### src/rtl/msk_mixcol32_pkg.sv
// Shared definitions for the masked MixColumns column stage: GF constant,
// share/bit layout helper and column-mode encoding.
package msk_mixcol32_pkg;

  localparam int unsigned ROWS = 4;
  localparam logic [7:0] GF_POLY = 8'h1B;

  typedef enum logic [1:0] {
    MODE_MC     = 2'd0,
    MODE_IMC    = 2'd1,
    MODE_BYPASS = 2'd2
  } mode_e;

  // Bit i of share j within a masked byte sits at i*d+j.
  function automatic int unsigned share_idx(input int unsigned bit_i,
                                            input int unsigned share,
                                            input int unsigned d);
    return bit_i * d + share;
  endfunction

  function automatic logic [7:0] xtime(input logic [7:0] b);
    return {b[6:0], 1'b0} ^ (b[7] ? GF_POLY : 8'h00);
  endfunction

  function automatic mode_e mode_sel(input logic inv, input logic bypass);
    if (bypass) return MODE_BYPASS;
    if (inv) return MODE_IMC;
    return MODE_MC;
  endfunction

endpackage

### src/rtl/msk_gf_cmul8.sv
// Share-wise GF(2^8) constant multiples of one masked byte; each share is
// processed on its own so no share ever mixes with another.
module msk_gf_cmul8
  import msk_mixcol32_pkg::*;
#(
  parameter int unsigned D = 2
) (
  input  logic [8*D-1:0] a,
  output logic [8*D-1:0] x2,
  output logic [8*D-1:0] x3,
  output logic [8*D-1:0] x9,
  output logic [8*D-1:0] xb,
  output logic [8*D-1:0] xd,
  output logic [8*D-1:0] xe
);

  for (genvar j = 0; j < D; j++) begin : g_share
    logic [7:0] s;
    logic [7:0] m2;
    logic [7:0] m4;
    logic [7:0] m8;

    for (genvar i = 0; i < 8; i++) begin : g_unpack
      assign s[i] = a[share_idx(i, j, D)];
    end

    assign m2 = xtime(s);
    assign m4 = xtime(m2);
    assign m8 = xtime(m4);

    for (genvar i = 0; i < 8; i++) begin : g_pack
      assign x2[share_idx(i, j, D)] = m2[i];
      assign x3[share_idx(i, j, D)] = m2[i] ^ s[i];
      assign x9[share_idx(i, j, D)] = m8[i] ^ s[i];
      assign xb[share_idx(i, j, D)] = m8[i] ^ m2[i] ^ s[i];
      assign xd[share_idx(i, j, D)] = m8[i] ^ m4[i] ^ s[i];
      assign xe[share_idx(i, j, D)] = m8[i] ^ m4[i] ^ m2[i];
    end
  end

endmodule

### src/rtl/msk_mixcol32.sv
// Masked AES column stage: MixColumns / InvMixColumns / bypass on one masked
// column per transfer, one registered stage with a column-index tag.
module msk_mixcol32
  import msk_mixcol32_pkg::*;
#(
  parameter int unsigned D = 2
) (
  input  logic            clk,
  input  logic            rst,
  input  logic            in_valid,
  output logic            in_ready,
  input  logic [32*D-1:0] in_col,
  input  logic            in_inv,
  input  logic            in_bypass,
  input  logic            in_clear,
  output logic            out_valid,
  input  logic            out_ready,
  output logic [32*D-1:0] out_col,
  output logic [1:0]      out_idx,
  output logic            out_last
);

  localparam int unsigned BYTE_W = 8 * D;
  localparam int unsigned COL_W  = 32 * D;

  logic [BYTE_W-1:0] a   [ROWS];
  logic [BYTE_W-1:0] x2  [ROWS];
  logic [BYTE_W-1:0] x3  [ROWS];
  logic [BYTE_W-1:0] x9  [ROWS];
  logic [BYTE_W-1:0] xb  [ROWS];
  logic [BYTE_W-1:0] xd  [ROWS];
  logic [BYTE_W-1:0] xe  [ROWS];
  logic [BYTE_W-1:0] mc  [ROWS];
  logic [BYTE_W-1:0] imc [ROWS];
  logic [COL_W-1:0]  res;
  logic [1:0]        cnt;
  logic [1:0]        idx_next;
  logic              accept;
  mode_e             mode;

  for (genvar k = 0; k < ROWS; k++) begin : g_row
    assign a[k] = in_col[k*BYTE_W +: BYTE_W];
    msk_gf_cmul8 #(.D(D)) u_cmul (
      .a  (a[k]),
      .x2 (x2[k]),
      .x3 (x3[k]),
      .x9 (x9[k]),
      .xb (xb[k]),
      .xd (xd[k]),
      .xe (xe[k])
    );
  end

  // Plain XOR of sharings keeps every share independent (layout is shared).
  always_comb begin
    mc[0]  = x2[0] ^ x3[1] ^ a[2]  ^ a[3];
    mc[1]  = a[0]  ^ x2[1] ^ x3[2] ^ a[3];
    mc[2]  = a[0]  ^ a[1]  ^ x2[2] ^ x3[3];
    mc[3]  = x3[0] ^ a[1]  ^ a[2]  ^ x2[3];
    imc[0] = xe[0] ^ xb[1] ^ xd[2] ^ x9[3];
    imc[1] = x9[0] ^ xe[1] ^ xb[2] ^ xd[3];
    imc[2] = xd[0] ^ x9[1] ^ xe[2] ^ xb[3];
    imc[3] = xb[0] ^ xd[1] ^ x9[2] ^ xe[3];
    mode   = mode_sel(in_inv, in_bypass);
    res    = in_col;
    case (mode)
      MODE_MC:  res = {mc[3], mc[2], mc[1], mc[0]};
      MODE_IMC: res = {imc[3], imc[2], imc[1], imc[0]};
      default:  res = in_col;
    endcase
  end

  assign in_ready = !out_valid || out_ready;
  assign accept   = in_valid && in_ready;
  assign idx_next = in_clear ? 2'd0 : cnt;

  always_ff @(posedge clk) begin
    if (rst) begin
      out_valid <= 1'b0;
      out_col   <= '0;
      out_idx   <= 2'd0;
      out_last  <= 1'b0;
      cnt       <= 2'd0;
    end else if (accept) begin
      out_valid <= 1'b1;
      out_col   <= res;
      out_idx   <= idx_next;
      out_last  <= (idx_next == 2'd3);
      cnt       <= in_clear ? 2'd1 : cnt + 2'd1;
    end else begin
      if (in_clear) cnt <= 2'd0;
      if (out_ready) out_valid <= 1'b0;
    end
  end

endmodule
### config.mk
export PLATFORM = sky130hd
export DESIGN_NAME = msk_mixcol32
export DESIGN_NICKNAME = d
export VERILOG_FILES = /design/src/rtl/msk_mixcol32_pkg.sv /design/src/rtl/msk_gf_cmul8.sv /design/src/rtl/msk_mixcol32.sv
export SDC_FILE = /design/constraint.sdc
export NUM_CORES = 1
export LEC_CHECK = 0
export ABC_CLOCK_PERIOD_IN_PS = 2950
export CAP_MARGIN = 20
export CORE_UTILIZATION = 56
export CTS_CLUSTER_DIAMETER = 120
export DETAILED_ROUTE_END_ITERATION = 8
export GPL_TIMING_DRIVEN = 0
export PLACE_DENSITY = 0.87
export SKIP_CTS_REPAIR_TIMING = 1
export SYNTH_ARGS = -nofsm -noshare
export SYNTH_HDL_FRONTEND = slang
export SYNTH_SLANG_ARGS = --single-unit
### constraint.sdc
create_clock -name clk -period 2.95 [get_ports clk]
set_clock_uncertainty 0.2 [all_clocks]
set_input_delay 0.59 -clock clk [delete_from_list [all_inputs] [get_ports clk]]
set_output_delay 0.59 -clock clk [all_outputs]
set_load 0.005 [all_outputs]
Word-level counts from Yosys, hierarchy flattened
Cells that the tools add are included.
{ "word_totals": {"ff_bits": 70, "input_bits": 71, "output_inout_bits": 69} }
{ "op_classes": {"add_sub_neg": 1, "eq_ne": 2, "muxes": 37, "bitwise": 496, "reduce_logical": 5} }
{ "ops": {"columns": ["cell", "n"], "rows": [
  ["bitwise XOR 1 bit", 448],
  ["bitwise XOR 16 bit", 24],
  ["bitwise XOR 8 bit", 24],
  ["one-hot mux 64 bit (2 select lines)", 1],
  ["2-to-1 mux 5 bit", 24],
  ["2-to-1 mux 2 bit", 7],
  ["2-to-1 mux 1 bit", 5],
  ["adder 2 x 1 -> 2 bit (second input constant)", 1],
  ["equality test 2 x 1 -> 1 bit (second input constant)", 1],
  ["equality test 2 bit (second input constant)", 1],
  ["logical NOT 2 bit", 1],
  ["nonzero test 2 bit", 1],
  ["logical AND 1 bit", 1],
  ["logical NOT 1 bit", 1],
  ["logical OR 1 bit", 1]
]} }

Depth between registers and ports, before layout
{ "depth": {"word_depth": 12, "mapped_depth": 9, "depth_no_buf": 7} }

By module
From an unflattened synthesis, not the netlist that was laid out.
{ "hier_totals": {"cells_unflattened": 1263, "hier_area_um2": 11832.6} }
{ "by_module_without_submodules": {"columns": ["mod", "instances", "cells_each", "area_each_um2"], "rows": [
  ["msk_mixcol32", 1, 711, 6572.6],
  ["msk_gf_cmul8", 4, 138, 1315.0]
]} }

Worst setup path before layout
Ideal clock, no wire load.
{ "synth_timing": {"kind": "input -> register", "from": "input port in_col[11]", "to": "register out_col[55]", "t_arrival_ns": 2.452, "setup_slack_ns": 0.167, "stages": 8, "cell_sequence": "buf_2 xnor2_1 xnor3_2 xnor3_1 nand2_1 xor2_2 mux2i_1 nor4_2"} }
{ "synth_via": {"elab_chain_len": 10} }
{ "synth_lines": {"columns": ["element", "line", "rtl"], "rows": [
  ["start, declared", "msk_mixcol32.sv:12", "input logic [32*D-1:0] in_col,"],
  ["bitwise XOR 8 bit (2 in series)", "msk_mixcol32_pkg.sv:22", "return {b[6:0], 1'b0} ^ (b[7] ? GF_POLY : 8'h00);"],
  ["2-to-1 mux 5 bit", "msk_mixcol32_pkg.sv:22", null],
  ["bitwise XOR 8 bit", "msk_mixcol32_pkg.sv:22", null],
  ["bitwise XOR 1 bit (2 in series)", "msk_gf_cmul8.sv:35", "assign xb[share_idx(i, j, D)] = m8[i] ^ m2[i] ^ s[i];"],
  ["bitwise XOR 16 bit (3 in series)", "msk_mixcol32.sv:63", "imc[3] = xb[0] ^ xd[1] ^ x9[2] ^ xe[3];"],
  ["one-hot mux 64 bit (2 select lines)", "msk_mixcol32.sv:66", "case (mode)"],
  ["end signal, assigned", "msk_mixcol32.sv:86", "out_col <= res;"],
  ["end, declared", "msk_mixcol32.sv:18", "output logic [32*D-1:0] out_col,"]
]} }
Every way passes these cells.
A chain may end at the register's enable or synchronous reset.

Final worst setup path
{ "layout_timing": {"from": "input port in_col[23]", "to": "register out_col[39]"} }
{ "layout_via": {"elab_chain_len": 5, "elab_cells_between_ends": 8, "cone_classes": "mux (1); bitwise (7)"} }
{ "layout_lines": {"columns": ["element", "line", "rtl"], "rows": [
  ["bitwise XOR 1 bit", "msk_gf_cmul8.sv:34", "assign x9[share_idx(i, j, D)] = m8[i] ^ s[i];"],
  ["bitwise XOR 16 bit (3 in series)", "msk_mixcol32.sv:62", "imc[2] = xd[0] ^ x9[1] ^ xe[2] ^ xb[3];"],
  ["one-hot mux 64 bit (2 select lines) (*)", "msk_mixcol32.sv:66", null]
]} }
Mark *: on every way between the ends. The rest lies on a longest branch, timed or not.

==> results.tsv <==
metric	value	unit
synthCells	953	
synthArstFlopShare	0	
clk_latency	0.35	ns
syn_area_per_cell	8.82	sq um
drt_pass1_iterations	6	
cts-root-buf	clkbuf_16	
power_density	550	nW/um^2
ant_nets	0	
place.port_buffers	88	
synth_seq_cells	70	
critPathBufInv	1	
finalCriticalPeriod	2.99	ns
slowest_delay	0.62	ns
crit_path_end_kind	register	
gp_congestion	0.972	
rows	44	
critPathKind	in -> reg	
yosysUniqueCellTypes	47	
yosys_warnings	0	
synth_area_leader_cell	xnor2_1	
r2r_cells	7	
ff2ff_setup_slack	0.43	ns
place_area	9520	sq um
multi_input_area	6820	sq um
drv.max_cap_violation_count	0	
vias	7328	
ys_seq_area_frac	0.167	
crit_top_cell	xnor2_1	
hp-class	reg -> reg	
r2r-start	out_valid	
slew_headroom	0.449	
path_clk_slew	0.06	ns
drv_slew	0	
grt-ovfl-total	0	
setup_viol	2	
synth.area.top_cells	xnor2_1 29%, dfxtp_1 17%, xnor3_1 12%	
die-height	125	microns
syn_nets	1024	
first_global_vias	7172	
area.growth.synth_to_final	20.4	%
setup_slack	-0.0350	ns
grt_first_pass_wirelength	43.1	mm
insertedDiodeCount	0	
worstPathCellList	clkdlybuf4s50_1 -> xnor2_2 -> xnor2_1 -> xnor2_1 -> xor2_2 -> xnor2_1 -> a222oi_1 -> a211oi_1	
r2r-end	out_col[48]	
required	2.94	ns
cts-buffers-inserted	9	
timing_hold_violations_final	0	
nets	1126	
path_max_fanout	4	
p_leak	3.91	nW
yosysTopAreaCellShare	0.295	
via_per_inst	5.90	
synth_ff_type	dfxtp_1	
path_depth	8	
regArea	1400	sq um
violations	negative setup slack	
avgRoutedWirePerCell	23.5	microns
slowest_stage	clkdlybuf4s50_1	
drive_above_1_share	0.100	
syn_area	8410	sq um
place_ws	-0.985	ns
cp-endpoint	out_col[39]	
rsz0062_at_grt	yes	
ir_drop	0.000305	V
clock_path_buffers	2	
postLayoutCellArea	10100	sq um
grt_max_degree	13	
wl	29.2	mm
fmax	0.335	GHz
core_area	14600	sq um
synth_edf_count	0	
finalCritPeriodShare	1.01	
fill_cells	1184	
outcome	complete, but fails checks	
grt.total_usage	0.370	
critPathLaunchType	input pin	
whs	0.253	ns
cts_max_level	3	
drcViolationCount	0	
die-area	15500	sq um
cts_sinks	70	
io_pins	140	
arrival	2.98	ns
dp_hpwl	22.2	mm
max_slew.worst_pin.slew	0.826	ns
cts_tree	done	
finalPower	0.00557	W
startpoint	in_col[23]	
die_x	125	microns
cp_top_family	XOR/XNOR gates	
antenna_found_initial	0	
start_util	0.576	
drtIter0Drc	774	
[placed cells by master (no fill, tap or decap), types with 4 or more instances in the layout]
cell / count
a211o_1: 5
a211oi_1: 5
a21oi_1: 73
a221o_1: 4
and3_1: 9
buf_1: 7
buf_2: 27
buf_4: 6
clkbuf_1: 52
clkbuf_16: 9
clkbuf_2: 5
clkdlybuf4s50_1: 85
dfxtp_1: 70
inv_1: 10
mux2i_1: 7
nand2_1: 70
nand2b_1: 20
nand3b_1: 8
nand4b_1: 4
nor2_1: 33
nor3_1: 12
o211ai_1: 28
o21a_1: 5
o21ai_0: 15
o22ai_1: 6
xnor2_1: 269
xnor2_2: 18
xnor2_4: 6
xnor3_1: 40
xnor3_2: 4
xor2_1: 85
xor2_2: 11
xor3_1: 4
[cells by family after synthesis]
group,Yosys count,share of synthesized area
xor gates and xnor gates,441,0.556
muxes,7,0.00833
and+or+nand+nor,167,0.0945
DFF,70,0.167
buffers and inverters,108,0.0545
AOI/OAI and AO/OA,160,0.120
[stage by stage]
stage | setup TNS, ns | std cells | utilization
finish | -0.0636 | 1243 | 0.694
global route | -0.613 | 1243 | 0.694
CTS | -4.46 | 1240 | 0.670
detailed placement | -24.07 | 1225 | 0.652
global placement | -23.11 | 1225 | 0.652
floorplan | 0 | 953 | -
[synth_stat cells, types with 8 or more instances]
library cell  instances
dfxtp_1              70
nand2b_1             20
nand2_1              70
o211ai_1             28
xnor2_2               9
nor3_1               12
and3_1                9
clkbuf_1             56
a21oi_1              73
xor2_1               93
xnor3_1              43
o21ai_0              16
nand3b_1              8
buf_1                 8
xnor2_1             283
buf_2                30
inv_1                10
nor2_1               33
[metal layers]
layer	part of all wire	track usage
met1	0.39	0.464
met2	0.48	0.612
met3	0.081	0.0593
met4	0.050	0.188
met5	0	0
[where the power goes]
group	switching [W]	internal, W	leakage [nW]
sequential	0.0000700	0.00105	0.577
combinational	0.00175	0.00169	3.20
clock	0.000442	0.000562	0.127
total	0.00226	0.00331	3.91
[state kept, by name, summed over array words and instances (netlist names)]
name and count:
cnt 2, out_last 1, out_valid 1, out_idx 2, out_col 64
[how the worst min path moves through the flow]
stage,from,endpoint,depth (start not counted)
floorplan,out_col[45],out_col[45],2
global placement,out_col[1],out_col[1],2
detailed placement,out_col[30],out_col[30],2
CTS,out_col[1],out_col[1],2
global route,out_col[30],out_col[30],2
finish,out_col[1],out_col[1],2
[final cells by class]
| cell class | instances | area share |
|---|---|---|
| plain buffers | 98 | 0.0444 |
| clock inverters | 6 | 0.00383 |
| well taps | 184 | 0.0227 |
| flip-flops and latches | 70 | 0.138 |
| repair buffers | 91 | 0.0912 |
| multi-input cells | 775 | 0.673 |
| inverters | 10 | 0.00371 |
| clock buffers | 9 | 0.0222 |
[tightest hold or removal path, cell delays in order, from the launching register on]
cell and delay [ns]:
dfxtp_1 0.31, nand2_1 0.05, a21oi_1 0.05
(Power assumes the default switching activity.)
